<file path="src/rtl/bcd_pkg.sv">
// Shared BCD display-bus definitions.
// Used by both the bus driver and the receive-side demultiplexer.
package bcd_pkg;

    localparam int BCD_WIDTH = 4;
    localparam logic [BCD_WIDTH-1:0] BCD_MAX = 4'd9;

    // What a settled {sel,data} pair means to the receiver.
    typedef enum logic [1:0] {
        SC_IDLE  = 2'd0,
        SC_MULTI = 2'd1,
        SC_BAD   = 2'd2,
        SC_DIGIT = 2'd3
    } settle_class_e;

    // Ceiling log2 with a floor of one bit, so the result is
    // always usable as a vector width.
    function automatic int clogb2(input int n);
        int w;
        w = 1;
        while ((1 << w) < n) begin
            w = w + 1;
        end
        return w;
    endfunction

endpackage

</file>
<file path="src/rtl/bcd_settle_detect.sv">
// Input register and dwell filter for the multiplexed BCD bus.
// Emits one strobe per stable dwell plus the {sel,data} that settled.
module bcd_settle_detect
    import bcd_pkg::*;
#(
    parameter int DISPLAYS_NUM  = 4,
    parameter int SETTLE_CYCLES = 2
) (
    input  logic                    i_clk,
    input  logic                    i_rst,
    input  logic [BCD_WIDTH-1:0]    i_bcd_muxed,
    input  logic [DISPLAYS_NUM-1:0] i_bcd_sel,
    output logic                    o_settle,
    output logic [DISPLAYS_NUM-1:0] o_sel,
    output logic [BCD_WIDTH-1:0]    o_data
);

    localparam int RUN_W = clogb2(SETTLE_CYCLES + 1);
    localparam logic [RUN_W-1:0] RUN_MAX = RUN_W'(SETTLE_CYCLES);
    localparam logic [RUN_W-1:0] RUN_ONE = RUN_W'(1);

    logic [DISPLAYS_NUM-1:0] sel_q;
    logic [BCD_WIDTH-1:0]    data_q;
    logic [RUN_W-1:0]        run_q;
    logic [RUN_W-1:0]        run_nxt;
    logic                    same;
    logic                    fire;

    // Run length of the value about to be registered; saturates so a
    // long dwell can only ever fire once.
    always_comb begin
        same    = (i_bcd_sel == sel_q) && (i_bcd_muxed == data_q);
        run_nxt = RUN_ONE;
        fire    = 1'b0;
        if (same) begin
            if (run_q == RUN_MAX) begin
                run_nxt = run_q;
            end else begin
                run_nxt = run_q + RUN_ONE;
            end
        end
        fire = (run_nxt == RUN_MAX) && (!same || (run_q != RUN_MAX));
    end

    // Stage-1 register, run counter and settled snapshot.
    // The incoming value equals the registered one whenever fire is set
    // (or is the fresh value when SETTLE_CYCLES is 1), so it is captured.
    always_ff @(posedge i_clk) begin
        if (i_rst) begin
            sel_q    <= '0;
            data_q   <= '0;
            run_q    <= '0;
            o_settle <= 1'b0;
            o_sel    <= '0;
            o_data   <= '0;
        end else begin
            sel_q    <= i_bcd_sel;
            data_q   <= i_bcd_muxed;
            run_q    <= run_nxt;
            o_settle <= fire;
            if (fire) begin
                o_sel  <= i_bcd_sel;
                o_data <= i_bcd_muxed;
            end
        end
    end

endmodule

</file>
<file path="src/rtl/bcd_demux.sv">
// Receive side of the multiplexed BCD display bus.
// Rebuilds the parallel digit word and flags malformed dwells.
module bcd_demux
    import bcd_pkg::*;
#(
    parameter int DISPLAYS_NUM  = 4,
    parameter int SETTLE_CYCLES = 2
) (
    input  logic                              i_clk,
    input  logic                              i_rst,
    input  logic [BCD_WIDTH-1:0]              i_bcd_muxed,
    input  logic [DISPLAYS_NUM-1:0]           i_bcd_sel,
    output logic [DISPLAYS_NUM*BCD_WIDTH-1:0] o_bcd_data,
    output logic                              o_frame_valid,
    output logic                              o_data_ready,
    output logic                              o_sel_err,
    output logic                              o_digit_err
);

    localparam int IDX_W = clogb2(DISPLAYS_NUM);
    localparam int WORD_W = DISPLAYS_NUM * BCD_WIDTH;

    logic                    set_stb;
    logic [DISPLAYS_NUM-1:0] set_sel;
    logic [BCD_WIDTH-1:0]    set_data;

    logic [BCD_WIDTH-1:0]    shadow_q [DISPLAYS_NUM];
    logic [DISPLAYS_NUM-1:0] seen_q;

    settle_class_e           cls;
    logic                    multi;
    logic                    one_hot;
    logic [IDX_W-1:0]        idx;
    logic                    capture;
    logic [DISPLAYS_NUM-1:0] seen_nxt;
    logic                    complete;
    logic [WORD_W-1:0]       word_nxt;

    bcd_settle_detect #(
        .DISPLAYS_NUM  (DISPLAYS_NUM),
        .SETTLE_CYCLES (SETTLE_CYCLES)
    ) u_settle (
        .i_clk       (i_clk),
        .i_rst       (i_rst),
        .i_bcd_muxed (i_bcd_muxed),
        .i_bcd_sel   (i_bcd_sel),
        .o_settle    (set_stb),
        .o_sel       (set_sel),
        .o_data      (set_data)
    );

    // Classify the settled select and decide whether it completes a frame.
    always_comb begin
        cls      = SC_IDLE;
        idx      = '0;
        multi    = |(set_sel & (set_sel - DISPLAYS_NUM'(1)));
        one_hot  = (set_sel != '0) && !multi;
        capture  = 1'b0;
        seen_nxt = seen_q;
        complete = 1'b0;
        word_nxt = '0;

        unique case (1'b1)
            (set_sel == '0):                  cls = SC_IDLE;
            multi:                            cls = SC_MULTI;
            (one_hot && set_data > BCD_MAX):  cls = SC_BAD;
            (one_hot && set_data <= BCD_MAX): cls = SC_DIGIT;
            default:                          cls = SC_IDLE;
        endcase

        for (int k = 0; k < DISPLAYS_NUM; k++) begin
            if (set_sel[k]) begin
                idx = IDX_W'(k);
            end
        end

        capture = set_stb && (cls == SC_DIGIT);
        if (capture) begin
            seen_nxt = seen_q | set_sel;
        end
        complete = capture && (&seen_nxt);

        // Display 0 sits in the most significant nibble.
        for (int k = 0; k < DISPLAYS_NUM; k++) begin
            if (capture && set_sel[k]) begin
                word_nxt[BCD_WIDTH*(DISPLAYS_NUM-1-k) +: BCD_WIDTH] = set_data;
            end else begin
                word_nxt[BCD_WIDTH*(DISPLAYS_NUM-1-k) +: BCD_WIDTH] = shadow_q[k];
            end
        end
    end

    // Shadow digits and seen mask; a completed frame clears the mask.
    always_ff @(posedge i_clk) begin
        if (i_rst) begin
            for (int k = 0; k < DISPLAYS_NUM; k++) begin
                shadow_q[k] <= '0;
            end
            seen_q <= '0;
        end else begin
            if (capture) begin
                shadow_q[idx] <= set_data;
            end
            if (complete) begin
                seen_q <= '0;
            end else begin
                seen_q <= seen_nxt;
            end
        end
    end

    // Registered outputs; the word only moves on a whole frame.
    always_ff @(posedge i_clk) begin
        if (i_rst) begin
            o_bcd_data    <= '0;
            o_frame_valid <= 1'b0;
            o_data_ready  <= 1'b0;
            o_sel_err     <= 1'b0;
            o_digit_err   <= 1'b0;
        end else begin
            o_frame_valid <= complete;
            o_sel_err     <= set_stb && (cls == SC_MULTI);
            o_digit_err   <= set_stb && (cls == SC_BAD);
            if (complete) begin
                o_bcd_data   <= word_nxt;
                o_data_ready <= 1'b1;
            end
        end
    end

endmodule

</file>
<file path="config.mk">
export PLATFORM = sky130hd
export DESIGN_NAME = bcd_demux
export DESIGN_NICKNAME = d
export VERILOG_FILES = /design/src/rtl/bcd_pkg.sv /design/src/rtl/bcd_settle_detect.sv /design/src/rtl/bcd_demux.sv
export SDC_FILE = /design/constraint.sdc
export NUM_CORES = 1
export LEC_CHECK = 0
export ABC_AREA = 0
export CAP_MARGIN = 10
export CELL_PAD_IN_SITES_DETAIL_PLACEMENT = 0
export CELL_PAD_IN_SITES_GLOBAL_PLACEMENT = 2
export CORE_UTILIZATION = 40
export DETAILED_ROUTE_END_ITERATION = 7
export PLACE_DENSITY_LB_ADDON = 0.2
export SETUP_SLACK_MARGIN = 0.3
export SYNTH_ARGS = -nofsm -noshare
export SYNTH_HDL_FRONTEND = slang
export SYNTH_SLANG_ARGS = --single-unit
</file>
<file path="constraint.sdc">
create_clock -name i_clk -period 3.92 [get_ports i_clk]
set_input_delay 0.784 -clock i_clk [delete_from_list [all_inputs] [get_ports i_clk]]
set_output_delay 0.784 -clock i_clk [all_outputs]
set_load 0.05 [all_outputs]
</file>
# Word level (Yosys, flattened, before mapping)
# Memories as Yosys holds them, arrays and structs flattened. A register that Yosys moved wholly into a read port is not among the register bits.
# Cells that the tools add are included.
[classes]
n_bitwise = 2
mux = 15
magnitude_cmp = 2
addsub = 2
eq_ne = 8
reduce_logical = 17
[ops]
columns = ["op", "count"]
rows = [
  ["$mux 2", 5],
  ["$logic_and 1x1->1", 9],
  ["$eq 2x2->1 const B", 4],
  ["$eq 4x4->1", 2],
  ["$mux 4", 2],
  ["$reduce_or 4->1", 2],
  ["$mux 1", 7],
  ["$pmux 2 s3", 1],
  ["$and 4x4->4", 1],
  ["$gt 4x4->1 const B", 1],
  ["$le 4x4->1 const B", 1],
  ["$or 4x4->4", 1],
  ["$reduce_and 4->1", 1],
  ["$reduce_bool 4->1", 1],
  ["$sub 4x1->4 const B", 1],
  ["$add 2x1->2 const B", 1],
  ["$eq 2x1->1 const B", 1],
  ["$logic_not 1->1", 2],
  ["$ne 2x2->1 const B", 1],
  ["$reduce_or 2->1", 1],
  ["$logic_or 1x1->1", 1],
]
[totals]
mem_count = 1
regBits = 27
wordCells = 58
inputBits = 10
output_inout_bits = 20
ram_bits = 16
[memory_table]
columns = ["memory", "words", "width", "rd", "rd_ports_with_merged_regs", "wr", "line_no", "text"]
rows = [
  ["shadow_q", 4, 4, 4, 4, 4, "bcd_demux.sv:27", "logic [BCD_WIDTH-1:0] shadow_q [DISPLAYS_NUM];"],
]

# Logic depth before layout (Yosys ltp)
[logic_depth]
word_depth = 14
mapped_depth = 8

# Hierarchy
# Synthesis repeated with hierarchy kept, for this count alone.
[hier_totals]
cells_unflattened = 240
hier_area_um2 = 2593.7
[modules_own_cells]
columns = ["module", "area_per_inst_um2", "cells_each", "instances"]
rows = [
  ["bcd_demux", 1795.5, 171, 1],
  ["bcd_settle_detect", 798.3, 69, 1],
]

# Least setup slack after synthesis
# Ideal clock, no wire load.
[synth_timing]
path_kind = "in2reg"
from = "in i_bcd_muxed[1]"
to = "reg u_settle.o_data[0]"
setup_ps = 121
path_buffers = 0
setup_slack_ps = 1784
cell_stages = 4
t_arrival_ps = 2016
required_time_ps = 3799
path_cell_list = "xor2_1 > nor4_1 > nand4_1 > mux2_2"
[synth_between]
elab_chain_len = 5
[synth_rtl]
columns = ["element", "line_no", "text"]
rows = [
  ["from (decl)", "bcd_demux.sv:11", "input logic [BCD_WIDTH-1:0] i_bcd_muxed,"],
  ["$eq 4x4->1 *", "bcd_settle_detect.sv:32", "same = (i_bcd_sel == sel_q) && (i_bcd_muxed == data_q);"],
  ["$logic_and 1x1->1 *", "bcd_settle_detect.sv:32", ""],
  ["$mux 2 or $logic_not 1->1 (tied branches)", "bcd_settle_detect.sv:35, bcd_settle_detect.sv:42", ""],
  ["$eq 2x2->1 or $logic_or 1x1->1 (tied branches)", "bcd_settle_detect.sv:42", "fire = (run_nxt == RUN_MAX) && (!same || (run_q != RUN_MAX));"],
  ["$logic_and 1x1->1 *", "bcd_settle_detect.sv:42", ""],
  ["to (signal assigned)", "bcd_settle_detect.sv:63", "o_data <= i_bcd_muxed;"],
  ["to (decl)", "bcd_settle_detect.sv:15", "output logic [BCD_WIDTH-1:0] o_data"],
]
# Mark *: on every way between the ends. The rest lies on a longest branch, timed or not.
# A chain may end at the register's enable or synchronous reset.

==> run summary <==
post-route setup slack: 1.37 ns
Critical Path Sink Type: register
vias in the first global route: 1816
FILL cells: 604
CP arrival: 2.64 ns
CP Cell Sequence: xor2_1 -> a211oi_4 -> or2_1 -> nor2_1 -> and2_1
Buf/Inv on CP: 0
Critical Path Max Stage Delay: 0.83 ns
Mapped Cells: 234
Synth Net Count: 246
Rows: 29
CP startpoint kind: register
pre-CTS setup slack: 1.06 ns
final wirelength: 5100 um
status: finished clean
Crit path max-delay family: flip-flops
Die Ht: 83.5 um
GPL Wtd Cong: 0.729
Switch Pwr: 253 uW
hold_buf cts: 0
hold slack: 0.466 ns
Die ar.: 6970 um^2
Die W: 83.5 um
# IOs: 30
Core ar.: 6390 um^2
f_max: 392 MHz
Top FF cell, synth: dfxtp_1
min cycle time layout: 2.55 ns
register area share after synthesis: 0.505
total CTS buffers: 9
Sequential Power Share: 0.528
HPWL after detailed placement: 3300 um
Final Skew: 0.00746 ns
deepest clock path buffer count: 2
# H-tree levels: 3
Slew @ Worst Pin: 0.839 ns
GRT Total Usage: 0.163
P_leak: 1.06 nW
Final period util: 0.650
syn_area_per_cell: 11.3 um^2
unrepaired setup endpoints after global routing: no
Worst Path Required: 4.01 ns
Clk Latency, worst-skew pair: 0.33 ns
final hold vios: 0
TritonCTS clock tree: built
DR pass1 iterations: 4
DRC viols: 0
Congestion Overflow GR: 0
Setup TNS Final: 0 ns
number of diodes: 0
Comb pwr share: 0.036
EDFF count, synth: 16
CTS sink count: 59
drt via density: 5.29
Synth cell types: 45
relative slew slack: 0.440
Net Sw Frac: 0.209
port bufs: 29
Synth Cell Area: 2660 um^2
hold crit path type: reg2reg
Via Count: 1821
layout net count: 274
largest net degree at the start of global routing: 49
WL/cell: 14.8 um
Resized cells post-CTS: 0
Slowest-stage cell, CP: dfxtp_1
Synthesis Warnings: 0
clock power share: 0.436
Max-Cap Viols: 0
Cell Pwr Density: 384 nW/um^2
Crit Path Class: reg2reg
layout cells sized above 1: 0.172
fraction of registers with async set/reset: 0
Worst-path clk slew: 0.06 ns
Setup-failing EPs final: 0
pins over their slew limit: 0
Routed Antenna Nets: 0
#FFs+latches synth: 59
Starting Density: 0.416
first-pass GRT wire length: 8800 um
Starting DRT DRC Count: 60
worst-path fanout max: 16
Area growth syn-to-layout: 18.9%
# Post-CTS Setup Buffers: 0
antenna violations before repair: 0
clk root buf: clkbuf_8
IR drop worst, VDD: 0.192 mV
Int Pwr: 957 uW
[power by group through the flow]
stage,registers [mW],clock network (mW),logic [mW]
after detailed placement,0.653,0,0.0442
after CTS,0.639,0.540,0.0445
final,0.639,0.528,0.0435
after global routing,0.640,0.562,0.0494
after global placement,0.652,0,0.0440
after floorplan,0.652,0,0.0271
[flip-flops by register name, indices dropped and copies added (netlist names)]
name	cells
o_bcd_data	16
shadow_q	16
seen_q	4
u_settle.data_q	4
u_settle.o_data	4
u_settle.o_sel	4
u_settle.sel_q	4
u_settle.run_q	2
o_data_ready	1
o_digit_err	1
o_frame_valid	1
o_sel_err	1
u_settle.o_settle	1
[synthesized netlist by cell type (4+ instances only)]
master	number	area, um^2
a2111oi_2	6	90.1
a211oi_1	4	30.0
a211oi_2	6	75.1
a21oi_1	27	135
and2_1	16	100
clkbuf_1	5	18.8
dfxtp_1	43	861
edfxtp_1	16	480
mux2_2	8	90.1
mux2i_1	4	40.0
nand3_1	4	20.0
nor2_1	5	18.8
nor2b_1	18	113
nor3_1	16	80.1
o21a_1	4	30.0
xor2_1	9	78.8
[area by class of cell]
| class | count | area, um^2 | area share |
|---|---|---|---|
| Sequential cell | 59 | 1340 | 0.425 |
| Timing Repair Buffer | 30 | 293 | 0.0928 |
| Clock buffer | 15 | 188 | 0.0595 |
| Clock inverter | 1 | 5.00 | 0.00159 |
| Multi-Input combinational cell | 160 | 1220 | 0.388 |
| Tap cell | 77 | 96.3 | 0.0305 |
| Inverter | 2 | 7.51 | 0.00238 |
[per-stage QoR]
stage                     power [mW]  area (um^2)   util  cells
after floorplan                0.679         2660      -    234
after global placement         0.696         2960  0.464    328
after detailed placement       0.697         2960  0.464    328
after CTS                       1.22         3160  0.494    344
after global routing            1.25         3160  0.494    344
final                           1.21         3160  0.494    344
[final timing paths]
kind                      from        endpoint  slack, ns  depth (start not counted)
max          u_settle.o_sel[3]  shadow_q[3][2]       1.37                          5
min               o_data_ready    o_data_ready       0.47                          2
max reg2reg  u_settle.o_sel[3]  shadow_q[3][2]       1.37                          5
min reg2reg       o_data_ready    o_data_ready       0.47                          2
[kinds of logic after synthesis]
kind of cell,count (synthesis),synth area share
XOR/XNOR,9,0.0297
adder cells (fa/ha/maj),3,0.0132
multiplexers,12,0.0490
AO/OA/AOI/OAI,54,0.169
flip-flops,59,0.505
AND/OR/NAND/NOR,82,0.201
buffers and inverters,15,0.0335
[cells in the final DEF, fill, tap and decap left out, types with 2 or more instances in the layout]
master           netlist  routed
nand2b_1               3       3
nand4_1                3       3
mux2_2                 8       8
edfxtp_1              16      16
ha_1                   2       2
dfxtp_1               43      43
a211oi_2               6       6
clkdlybuf4s50_1        0      28
nor2_1                 5       5
nor3_1                16      16
inv_1                  2       2
and2_1                16      16
and3_1                 2       2
a2111oi_2              6       6
nor4b_1                2       2
nor2b_1               18      18
nor4_1                 2       2
xor2_1                 9       9
mux2i_1                4       4
nor4b_4                2       2
o21a_1                 4       4
a21oi_1               27      27
nand3_1                4       4
clkbuf_1               5       3
clkbuf_8               0      11
a211oi_1               4       4
[metal layers]
metal | track usage | share of wire
met1 | 0.212 | 0.49
met2 | 0.256 | 0.46
met3 | 0.0356 | 0.036
met4 | 0.0832 | 0.019
met5 | 0 | 0
[worst reg2reg max path, delay by kind of cell, from the launching register on]
| kind | cells | cell delay (ns) |
|---|---|---|
| compound gates | 1 | 0.44 |
| xor+xnor | 1 | 0.21 |
| simple gates | 3 | 0.83 |
| flops | 1 | 0.83 |
No activity file was read; power rests on OpenSTA's default activity.
